<file path="src/rtl/uart_word_tx.sv">
// Word-level UART transmitter: {ctrl,data} words are queued in a small FIFO and sent
// as NBYTES characters, least significant byte first, with optional parity and 1/2 stop bits.
module uart_word_tx #(
    parameter int CLKS_PER_BIT = 434,
    parameter int DATA_W       = 32,
    parameter int CTRL_W       = 2,
    parameter int FIFO_DEPTH   = 4,
    parameter int PARITY       = 0,
    parameter int STOP_BITS    = 1,
    localparam int LW          = $clog2(FIFO_DEPTH + 1),
    localparam int CTRL_PW     = (CTRL_W > 0) ? CTRL_W : 1
) (
    input  logic                CLK,
    input  logic                RST_N,
    input  logic                in_valid,
    output logic                in_ready,
    input  logic [DATA_W-1:0]   in_data,
    input  logic [CTRL_PW-1:0]  in_ctrl,
    output logic                TX,
    output logic                busy,
    output logic                word_done,
    output logic [LW-1:0]       fifo_level
);

    localparam int WORD_W    = DATA_W + CTRL_W;
    localparam int NBYTES    = (WORD_W + 7) / 8;
    localparam int SW        = NBYTES * 8;
    localparam int AW        = (FIFO_DEPTH > 1) ? $clog2(FIFO_DEPTH) : 1;
    localparam int BW        = (NBYTES > 1) ? $clog2(NBYTES) : 1;
    localparam int STOP_CLKS = STOP_BITS * CLKS_PER_BIT;
    localparam int CNT_W     = $clog2(STOP_CLKS + 1);

    typedef enum logic [2:0] {S_IDLE, S_START, S_DATA, S_PAR, S_STOP} state_t;

    logic [WORD_W-1:0] in_word;
    logic [WORD_W-1:0] mem_q [FIFO_DEPTH];
    logic [AW-1:0]     wr_ptr_q, wr_ptr_d;
    logic [AW-1:0]     rd_ptr_q, rd_ptr_d;
    logic [LW-1:0]     level_q, level_d;
    logic              rdy_q;
    logic              push, pop;

    state_t            state_q;
    logic [CNT_W-1:0]  cnt_q;
    logic [2:0]        bit_cnt_q;
    logic [2:0]        bit_nxt;
    logic [BW-1:0]     byte_cnt_q;
    logic [SW-1:0]     shreg_q;
    logic [7:0]        cur_byte;
    logic              par_bit;
    logic              tx_q, busy_q, done_q;

    generate
        if (CTRL_W > 0) begin : g_ctrl
            assign in_word = {in_ctrl, in_data};
        end else begin : g_noctrl
            assign in_word = in_data;
        end
    endgenerate

    // A word is popped only from IDLE, so a full FIFO never bypasses into the shifter.
    assign push = in_valid & rdy_q;
    assign pop  = (state_q == S_IDLE) && (level_q != '0);

    always_comb begin
        wr_ptr_d = wr_ptr_q;
        rd_ptr_d = rd_ptr_q;
        level_d  = level_q;
        if (push) wr_ptr_d = wr_ptr_q + 1'b1;
        if (pop)  rd_ptr_d = rd_ptr_q + 1'b1;
        if (push && !pop)      level_d = level_q + 1'b1;
        else if (!push && pop) level_d = level_q - 1'b1;
    end

    always_ff @(posedge CLK) begin
        if (push) mem_q[wr_ptr_q] <= in_word;
    end

    always_ff @(posedge CLK or negedge RST_N) begin
        if (!RST_N) begin
            wr_ptr_q <= '0;
            rd_ptr_q <= '0;
            level_q  <= '0;
            rdy_q    <= 1'b0;
        end else begin
            wr_ptr_q <= wr_ptr_d;
            rd_ptr_q <= rd_ptr_d;
            level_q  <= level_d;
            rdy_q    <= (level_d < LW'(FIFO_DEPTH));
        end
    end

    assign cur_byte = shreg_q[7:0];
    assign bit_nxt  = bit_cnt_q + 3'd1;
    assign par_bit  = (PARITY == 1) ? ^cur_byte : ~^cur_byte;

    // The baud counter restarts on every state or bit change; STOP counts all stop bits at once.
    always_ff @(posedge CLK or negedge RST_N) begin
        if (!RST_N) begin
            state_q    <= S_IDLE;
            cnt_q      <= '0;
            bit_cnt_q  <= '0;
            byte_cnt_q <= '0;
            shreg_q    <= '0;
            tx_q       <= 1'b1;
            busy_q     <= 1'b0;
            done_q     <= 1'b0;
        end else begin
            done_q <= 1'b0;
            case (state_q)
                S_IDLE: begin
                    if (level_q != '0) begin
                        shreg_q    <= SW'(mem_q[rd_ptr_q]);
                        byte_cnt_q <= '0;
                        cnt_q      <= '0;
                        tx_q       <= 1'b0;
                        busy_q     <= 1'b1;
                        state_q    <= S_START;
                    end
                end
                S_START: begin
                    if (cnt_q == CNT_W'(CLKS_PER_BIT - 1)) begin
                        cnt_q     <= '0;
                        bit_cnt_q <= '0;
                        tx_q      <= cur_byte[0];
                        state_q   <= S_DATA;
                    end else begin
                        cnt_q <= cnt_q + 1'b1;
                    end
                end
                S_DATA: begin
                    if (cnt_q == CNT_W'(CLKS_PER_BIT - 1)) begin
                        cnt_q <= '0;
                        if (bit_cnt_q == 3'd7) begin
                            if (PARITY != 0) begin
                                tx_q    <= par_bit;
                                state_q <= S_PAR;
                            end else begin
                                tx_q    <= 1'b1;
                                state_q <= S_STOP;
                            end
                        end else begin
                            bit_cnt_q <= bit_nxt;
                            tx_q      <= cur_byte[bit_nxt];
                        end
                    end else begin
                        cnt_q <= cnt_q + 1'b1;
                    end
                end
                S_PAR: begin
                    if (cnt_q == CNT_W'(CLKS_PER_BIT - 1)) begin
                        cnt_q   <= '0;
                        tx_q    <= 1'b1;
                        state_q <= S_STOP;
                    end else begin
                        cnt_q <= cnt_q + 1'b1;
                    end
                end
                S_STOP: begin
                    if (cnt_q == CNT_W'(STOP_CLKS - 1)) begin
                        cnt_q <= '0;
                        if (byte_cnt_q != BW'(NBYTES - 1)) begin
                            byte_cnt_q <= byte_cnt_q + 1'b1;
                            shreg_q    <= shreg_q >> 8;
                            tx_q       <= 1'b0;
                            state_q    <= S_START;
                        end else begin
                            tx_q    <= 1'b1;
                            busy_q  <= 1'b0;
                            done_q  <= 1'b1;
                            state_q <= S_IDLE;
                        end
                    end else begin
                        cnt_q <= cnt_q + 1'b1;
                    end
                end
                default: begin
                    tx_q    <= 1'b1;
                    busy_q  <= 1'b0;
                    state_q <= S_IDLE;
                end
            endcase
        end
    end

    assign in_ready   = rdy_q;
    assign TX         = tx_q;
    assign busy       = busy_q;
    assign word_done  = done_q;
    assign fifo_level = level_q;

endmodule

</file>
<file path="config.mk">
export PLATFORM = sky130hd
export DESIGN_NAME = uart_word_tx
export DESIGN_NICKNAME = d
export VERILOG_FILES = /design/src/rtl/uart_word_tx.sv
export SDC_FILE = /design/constraint.sdc
export NUM_CORES = 1
export LEC_CHECK = 0
export BUFFER_PORTS_ARGS = -buffer_cell sky130_fd_sc_hd__buf_2
export CORE_AREA = 2 2 120 180
export DETAILED_ROUTE_END_ITERATION = 12
export DIE_AREA = 0 0 122 182
export PLACE_DENSITY = 0.61
export SLEW_MARGIN = 20
export SYNTH_ARGS = -nofsm -noshare
export SYNTH_HDL_FRONTEND = slang
export SYNTH_SLANG_ARGS = --single-unit
</file>
<file path="constraint.sdc">
create_clock -name CLK -period 2.2 [get_ports CLK]
set_clock_uncertainty 0.15 [all_clocks]
set_input_delay 0.22 -clock CLK [delete_from_list [all_inputs] [get_ports CLK]]
set_output_delay 0.22 -clock CLK [all_outputs]
set_load 0.02 [all_outputs]
</file>
# [After elaboration in Yosys (flattened, before gate mapping)]
# Memory sizes are Yosys's and may differ from the RTL's.
# Cells that the tools add are included.
# W data, S select, Z words.
[totals] n_memories=1 regBits=69 out_inout_bits=7 word_cells=101 mem_bits_rw=136
[mem_list] name="mem_q" depth=4 width=34 rd=1 rd_clocked_by_memory_dff=0 wr=1 line_no="36" rtl="logic [WORD_W-1:0] mem_q [FIFO_DEPTH];"
[classes] addsub=7 n_bitwise=2 eq_ne=16 reduce_logical=18 muxes=43 magnitude_cmp=2
[ops] cell="$mux W40" count=3
[ops] cell="$pmux W40 S2" count=1
[ops] cell="$mux W3" count=14
[ops] cell="$mux W9" count=2
[ops] cell="$pmux W9 S2" count=1
[ops] cell="$mux W1" count=16
[ops] cell="$ne A2 B2 Y1 const B" count=8
[ops] cell="$pmux W3 S5" count=1
[ops] cell="$pmux W3 S2" count=2
[ops] cell="$reduce_and A4 Y1" count=3
[ops] cell="$add A3 B1 Y3 const B" count=3
[ops] cell="$add A9 B1 Y9 const B" count=1
[ops] cell="$eq A9 B9 Y1 const B" count=1
[ops] cell="$eq A3 B2 Y1 const B" count=2
[ops] cell="$eq A3 B3 Y1 const B" count=2
[ops] cell="$reduce_and A6 Y1" count=1
[ops] cell="$reduce_bool A2 Y1" count=3
[ops] cell="$pmux W1 S5" count=1
[ops] cell="$reduce_and A5 Y1" count=1
[ops] cell="$add A2 B1 Y2 const B" count=2
[ops] cell="$lt A3 B4 Y1 const B" count=1
[ops] cell="$reduce_or A4 Y1" count=1
[ops] cell="$bmux W1 S3" count=1
[ops] cell="$eq A3 B1 Y1 const B" count=1
[ops] cell="13 further kinds" count=16

# [Logic depth before layout (Yosys ltp)]
# Gate-level depths: netlist of run 1.
[depth] word_depth=6 ltp_mapped=13 depth_no_buf=11

# [Least setup slack after synthesis of run 1]
# OpenSTA, ideal clock, no wires.
[synth_path] kind="register to register" start="reg level_q[0], in the netlist fifo_level[0]" end="reg rdy_q, in the netlist in_ready" stages_incl_launch_ff=14 path_slack_ns=-0.236 setup_ns=0.121 n_path_buf=2 arrival_time_ns=2.165 period_less_slack_ns=2.436 cell_sequence="dfrtp_1 inv_1 ha_1 nor2b_1 or2_2 clkbuf_1 inv_1 buf_2 ha_1 nand2_1 nor2_1 a21oi_1 xnor2_1 inv_1"
[synth_between] elab_chain_cells=6
[synth_rtl] item="start, declared" line_no="39" rtl="logic [LW-1:0] level_q, level_d;"
[synth_rtl] item="start signal, assigned" line_no="88" rtl="level_q <= level_d;"
[synth_rtl] item="$reduce_bool A3 Y1 (*)" line_no="63" rtl="assign pop = (state_q == S_IDLE) && (level_q != '0);"
[synth_rtl] item="$logic_and A1 B1 Y1 (*)" line_no="63"
[synth_rtl] item="named net pop" line_no="41" rtl="logic push, pop;"
[synth_rtl] item="$logic_and A1 B1 Y1 or $logic_not A1 Y1 (tied branches)" line_no="72, 71"
[synth_rtl] item="$mux W3 or $logic_and A1 B1 Y1 (tied branches)" line_no="72, 71"
[synth_rtl] item="$mux W3 (*)" line_no="71" rtl="if (push && !pop) level_d = level_q + 1'b1;"
[synth_rtl] item="named net level_d[2]" line_no="39"
[synth_rtl] item="$lt A3 B3 Y1 (*)" line_no="89" rtl="rdy_q <= (level_d < LW'(FIFO_DEPTH));"
[synth_rtl] item="end signal, assigned" line_no="89"
[synth_rtl] item="end, declared" line_no="40" rtl="logic rdy_q;"
# Mark *: on every way through the listed nets, which the timed path passes. The rest lies on a longest branch.
# A chain may end at the register's enable or synchronous reset.

# [Final worst setup path of run 1]
[layout_path] start="reg cnt_q[2]" end="reg cnt_q[6]"
[layout_between] elab_chain_cells=3
[layout_rtl] item="start, declared" line_no="44" rtl="logic [CNT_W-1:0] cnt_q;"
[layout_rtl] item="start signal, assigned" line_no="128" rtl="cnt_q <= cnt_q + 1'b1;"
[layout_rtl] item="start signal, assigned" line_no="147" rtl="cnt_q <= cnt_q + 1'b1;"
[layout_rtl] item="start signal, assigned" line_no="156" rtl="cnt_q <= cnt_q + 1'b1;"
[layout_rtl] item="$add A9 B1 Y9 or $eq A9 B9 Y1 (tied branches)"
[layout_rtl] item="$mux W9 (*)"
[layout_rtl] item="$pmux W9 S2 (*)" line_no="110" rtl="case (state_q)"
# Every way passes the cells marked *; elsewhere a longest branch is shown, timed or not.

==> results of run 1 <==
==> final cells by class <==
type	instances	share of cell area
sequential	199	0.579
inverter	12	0.00460
timing repair buffer	106	0.0883
tap	268	0.0343
multi-input combinational	258	0.234
clock inverter	12	0.0102
clock buffer	20	0.0490
==> power by group through the flow <==
| stage | Sequential [mW] | Clock, mW | Combinational [mW] |
|---|---|---|---|
| 2_1_floorplan | 4.71 | 0 | 0.502 |
| 3_3_place_gp | 4.66 | 0 | 0.960 |
| 3_5_place_dp | 4.69 | 0 | 0.995 |
| 4_1_cts | 4.62 | 3.10 | 1.05 |
| 5_1_grt | 4.65 | 3.24 | 1.13 |
| 6_report | 4.61 | 3.01 | 1.03 |
==> cell families (layout without fill, tap and decap cells) <==
group | after synthesis | in the layout | share of synthesized area
DFF | 199 | 199 | 0.701
AOI/OAI and AO/OA | 70 | 70 | 0.0533
adders and majority gates | 16 | 16 | 0.0246
and+or+nand+nor | 100 | 100 | 0.0578
buffers and inverters | 37 | 150 | 0.0203
xor gates and xnor gates | 10 | 10 | 0.0108
muxes | 62 | 62 | 0.133
==> worst paths after layout <==
| kind | slack [ns] | end | from |
|---|---|---|---|
| setup / recovery | 0.11 | cnt_q[6]$_DFFE_PN0P_ | cnt_q[2]$_DFFE_PN0P_ |
| hold / removal | 0.06 | wr_ptr_q[0]$_DFFE_PN0P_ | in_valid |
| setup reg to reg | 0.11 | cnt_q[6]$_DFFE_PN0P_ | cnt_q[2]$_DFFE_PN0P_ |
| hold reg to reg | 0.33 | TX$_DFFE_PN1P_ | TX$_DFFE_PN1P_ |
| max in group asynchronous | 1.31 | TX$_DFFE_PN1P_ | RST_N |
| min in group asynchronous | 0.18 | rd_ptr_q[0]$_DFFE_PN0P_ | RST_N |
==> cell usage in the layout (no fill, tap or decap), drive strengths merged, types with 15 or more instances in the layout <==
cell and n:
buf 71, clkbuf 20, dfrtp 62, dlygate4sd3 35
edfxtp 136, ha 15, inv 20, mux2i 26
mux4 36, nand2 49, nor2 19, o21ai 42
==> critical path: cells and delay by family, from the launching register on <==
family	cells	cell delay (ns)
AOI/OAI and AO/OA	1	0.34
adders and majority gates	1	0.32
DFF	1	0.42
and+or+nand+nor	3	0.74
==> through the flow <==
step / utilization / std cells
after global routing: 0.472 / 875
final: 0.472 / 875
after global placement: 0.426 / 808
after detailed placement: 0.426 / 808
after floorplan: - / 494
after CTS: 0.471 / 875
==> cell usage after synthesis, types with 2 or more instances <==
master    count
or3_1         3
nor2_1       18
buf_1         5
buf_6         2
nand2b_1      3
o21ai_1       5
or2_2         3
edfxtp_1    136
nor3_1        3
nor2b_1       3
nand4_1       3
o21ai_0      36
o211ai_1      3
dfrtp_1      62
ha_1         15
clkbuf_1     10
a22o_1        8
buf_2         8
inv_1        12
a21oi_1       7
o22ai_1       2
xnor2_1       5
nand3_1       4
mux2i_1      26
and3_1        5
mux4_2       36
nand2_1      49
xor2_1        5
==> per-layer routing <==
metal  up-vias  wire, um  global-route usage
met2        78      8280               0.261
met1      2249      6160               0.176
met5         -         0                   0
met4         0       416              0.0616
li1       2075         -                   -
met3        32       403              0.0361
==> sequential cells by signal, summed over array words and instances (netlist names) <==
| name | count |
|---|---|
| cnt_q | 9 |
| fifo_level | 3 |
| word_done | 1 |
| shreg_q | 34 |
| busy | 1 |
| rd_ptr_q | 2 |
| TX | 1 |
| bit_cnt_q | 3 |
| byte_cnt_q | 3 |
| in_ready | 1 |
| state_q | 3 |
| wr_ptr_q | 2 |
| mem_q | 136 |
==> timing repair <==
item | in CTS | in global routing
hold buffers | 35 | 0
resized for setup | 0 | 4
endpoints found under the hold margin | 198 | 0
setup endpoints to repair | 0 | 7
==> run metrics, run 1 <==
setup ws final 0.107 ns; min Tclk post-route 2.09 ns; outcome finished clean; sequential cell area fraction in the yosys report 0.701; CTS Sinks 199; height of the die 182 um; Pre-Repair DR Iteration Count 4; Required @ worst endpoint 2.38 ns; largest net degree at the start of global routing 42; WL/cell 17.4 um; H-tree lvl count 4; post-synth top area share 0.505; antenna-violating nets left 0; aggregate negative setup slack 0 ns; Worst-path clk slew 0.08 ns; CTS tree yes; final period utilization 0.952; Cell Chain, Critical Path or4b_4 -> nor2_2 -> nor2_1 -> maj3_2 -> a221o_1; hold_ws 0.0615 ns; Max FO, Critical Path 4; CP max-delay cell or4b_4; Power Total 8.65 mW; max-cap viol count 0; clock latency at the later pin of the worst-skew pair 0.44 ns; CORE AREA 20700 um2; switching power share of the total 0.245; DR iter-0 viols 300; Peak VDD IR 0.581 mV; Final HPWL DP 10100 um; Syn Area/Cell 16.4 um2; class of the worst hold path primary input to register; Post-Syn Area 8080 um2; Fmax 0.478 GHz; Fin. Hold Viols 0; Synth area leaders edfxtp_1, dfrtp_1, mux4_2; Slew Viols, Final 0; P_leak 3.85 nW; R2R cell count 5; Sequential Area 5670 um2; cell taking the most area after synthesis edfxtp_1; Worst Hold Path Cells 3; power per cell area 884 nW/um2; RePlAce Congestion 0.747; die span in x 122 um; Syn Nets 546; final instance area 9780 um2; placed cell area 8830 um2; Clock Path Buffers 2; WS Path Type register to register; Port Buffers 43; RSZ-0062 raised after global routing false; Num CTS Buffers 17; Pint 6.53 mW; fill count 1776; Post-Place Worst Slack 0.0449 ns; startpoint types register; Sw Pwr 2.12 mW; flops & latches, synth 199; final setup violation count 0; crit path DAT 2.27 ns; CTS Root Cell clkbuf_16; Max-slew headroom 0.679; Remaining Overflow, GRT 0; Clock Power Share 0.348; Seq pwr share 0.533; Vias 4434; Largest stage delay, worst path 0.52 ns; Final nets 646; site row count 65; Post-synth top flop edfxtp_1; effective utilization at floorplan 0.390; layout cells sized above 1 0.262; async set-reset flop share out of synthesis 0.317; Synth cell types 45; vias in the first global route 4651; Tightest Pin Transition 0.482 ns; Post-synth EDFFs 136; Mapped Cells 494; Synth warnings 0; Setup crit end kind register; first-pass GRT wire length 25000 um; ant diodes 0; Die Area 22200 um2; # DRC 0; GRT Resource Usage Total 0.150; io pins 44; Comb pwr share 0.119; Layout area overhead 21.1%; WL final 15300 um; post-CTS setup buffers 0; Vias per Instance 5.07; initial antenna violation count 0; area of the multi-input gates 2290 um2
Power figures use the tool's default switching activity.
==> run 2, diff against run 1 <==
--- a/config.mk
+++ b/config.mk
@@ -6,10 +6,10 @@
 export NUM_CORES = 1
 export LEC_CHECK = 0
 export BUFFER_PORTS_ARGS = -buffer_cell sky130_fd_sc_hd__buf_2
-export CORE_AREA = 2 2 120 180
+export CORE_AREA = 2 2 102 154
 export DETAILED_ROUTE_END_ITERATION = 12
-export DIE_AREA = 0 0 122 182
-export PLACE_DENSITY = 0.61
+export DIE_AREA = 0 0 104 156
+export PLACE_DENSITY = 0.72
 export SLEW_MARGIN = 20
 export SYNTH_ARGS = -nofsm -noshare
 export SYNTH_HDL_FRONTEND = slang
==> run 2 against run 1 <==
Global-route usage increased by 5.2 points. Clock-buffer cell count decreased by 1. Setup slack improved by 0.0038 ns. Critical path type unchanged. Power decreased by 1.5%. Highest routed layer unchanged.
==> run metrics, run 2 (synthesis results as in run 1) <==
outcome finished clean (unchanged); first-pass GRT wire length 24800 um (was 25000 um); Levels on crit path 5 (unchanged); Top delay family on crit path simple AND/OR/NAND/NOR gates (unchanged); crit path DAT 2.26 ns (was 2.27 ns); Pre-Repair DR Iteration Count 4 (unchanged); die span in x 104 um (was 122 um); Largest register FFs 136 (unchanged); Die Area 16200 um2 (was 22200 um2); Setup crit end cnt_q[6]$_DFFE_PN0P_ (unchanged); Post-Layout Cell Count 803 (was 875); CTS Root Cell clkbuf_16 (unchanged); H-tree lvl count 4 (unchanged); Slew Viols, Final 0 (unchanged); buffer and inverter count on the worst path 0 (unchanged); aggregate negative setup slack 0 ns (unchanged); Required @ worst endpoint 2.37 ns (was 2.38 ns); antenna-violating nets left 0 (unchanged); Port Buffers 43 (unchanged); effective utilization at floorplan 0.544 (was 0.390); CORE AREA 14900 um2 (was 20700 um2); Layout area overhead 19.4% (was 21.1%); RR Startpoint cnt_q[6]$_DFFE_PN0P_ (was cnt_q[2]$_DFFE_PN0P_); max-cap viol count 0 (unchanged); final setup violation count 0 (unchanged); most frequent cells in the layout edfxtp_1, dfrtp_1, nand2_1 (unchanged); Peak VDD IR 0.547 mV (was 0.581 mV); Max-slew headroom 0.685 (was 0.679); startpoint types register (unchanged); CTS Sinks 199 (unchanged); class of the worst hold path primary input to register (unchanged); R2R cell count 5 (unchanged); commonest non-fill, non-tap cell in the layout edfxtp_1 (unchanged); DR iter-0 viols 258 (was 300); Remaining Overflow, GRT 0 (unchanged); P_leak 3.82 nW (was 3.85 nW); Post-Place Worst Slack 0.0272 ns (was 0.0449 ns); WL final 14800 um (was 15300 um); Vias per Instance 5.59 (was 5.07); final period utilization 0.950 (was 0.952); height of the die 156 um (was 182 um); ant diodes 0 (unchanged); GRT Resource Usage Total 0.202 (was 0.150); Top reg by flops mem_q (unchanged); r2r endpoint cnt_q[6]$_DFFE_PN0P_ (unchanged); clock latency at the later pin of the worst-skew pair 0.43 ns (was 0.44 ns); Cell Chain, Critical Path or4b_4 -> nor2_2 -> nor2_1 -> maj3_2 -> a221o_1 (unchanged); setup ws final 0.110 ns (was 0.107 ns); Critical path origin cnt_q[6]$_DFFE_PN0P_ (was cnt_q[2]$_DFFE_PN0P_); largest net degree at the start of global routing 37 (was 42); Setup crit end kind register (unchanged); Vias 4488 (was 4434); vias in the first global route 4848 (was 4651); Regs by FF count mem_q x136, shreg_q x34, cnt_q x9 (unchanged); Largest stage delay, worst path 0.58 ns (was 0.52 ns); Placed Cells 735 (was 808); min Tclk post-route 2.09 ns (about the same); io pins 44 (unchanged); RePlAce Congestion 0.770 (was 0.747); Final nets 643 (was 646); # DRC 0 (unchanged); Worst-path clk slew 0.07 ns (was 0.08 ns); Fmax 0.479 GHz (was 0.478 GHz); Fin. Hold Viols 0 (unchanged); layout cells sized above 1 0.257 (was 0.262); RSZ-0062 raised after global routing false (unchanged); initial antenna violation count 0 (unchanged); Final HPWL DP 9450 um (was 10100 um); WL/cell 18.4 um (was 17.4 um); setup slack, reg-to-reg 0.11 ns (about the same); CP max-delay cell or4b_4 (unchanged); Tightest Pin Transition 0.467 ns (was 0.482 ns); CTS tree yes (unchanged); WS Path Type register to register (unchanged); site row count 55 (was 65); power per cell area 883 nW/um2 (was 884 nW/um2); Num CTS Buffers 17 (unchanged); Max FO, Critical Path 3 (was 4); Clock Path Buffers 2 (unchanged)
## run 2: cell count changes in the layout (fill, tap and decap cells not counted), sizes merged
cell,previous run,this run
clkbuf,20,19
clkinvlp,2,1
inv,20,21
buf,71,68
clkinv,2,3
## run 2: through the flow
step	utilization	cell area [um2]	hold slack [ns]	power, mW
after global placement	0.586	8720	0.0533	5.61
after global routing	0.649	9650	0.0639	8.87
after floorplan	-	8120	-0.226	5.22
after detailed placement	0.586	8720	0.0505	5.67
final	0.649	9650	0.0361	8.52
after CTS	0.646	9610	0.0317	8.58
## run 2: tightest hold or removal path, stage by stage
cell	delay (ns)
buf_2	0.12
nand2_1	0.16
xnor2_1	0.08
## run 2: worst min-delay path by stage
stage	slack (ns)	from	depth (start not counted)	end
after floorplan	-0.23	RST_N	0	bit_cnt_q[0]$_DFFE_PN0P_
after global placement	0.05	RST_N	1	cnt_q[5]$_DFFE_PN0P_
after detailed placement	0.05	RST_N	1	cnt_q[5]$_DFFE_PN0P_
after CTS	0.03	in_valid	3	wr_ptr_q[0]$_DFFE_PN0P_
after global routing	0.06	in_valid	3	wr_ptr_q[0]$_DFFE_PN0P_
final	0.04	in_valid	3	wr_ptr_q[0]$_DFFE_PN0P_
## run 2: per-layer routing
layer,track usage,vias up,wire [um]
met4,0.0740,0,275
met1,0.226,2296,5700
met2,0.375,95,8300
met3,0.0459,23,485
li1,-,2074,-
met5,0,-,0
## run 2: timing repair
action                                 CTS  global route
endpoints found under the hold margin  155             0
hold buffers                            35             0
setup buffers                            0             1
resized for setup                        0             9
setup endpoints to repair                0            18
## run 2: layout make-up
| type | instances | area [um2] |
|---|---|---|
| Sequential cell | 199 | 5670 |
| Fill cell | 1079 | 5210 |
| Multi-Input combinational cell | 258 | 2310 |
| Timing Repair Buffer | 103 | 841 |
| Clock buffer | 19 | 433 |
| Tap cell | 199 | 249 |
| Clock inverter | 13 | 109 |
| Inverter | 12 | 45.0 |
## run 2: power breakdown
group	internal [mW]	total (mW)	switching (mW)	leakage (nW)
sequential	4.49	4.62	0.128	2.00
combinational	0.441	1.04	0.595	1.56
clock	1.48	2.87	1.39	0.265
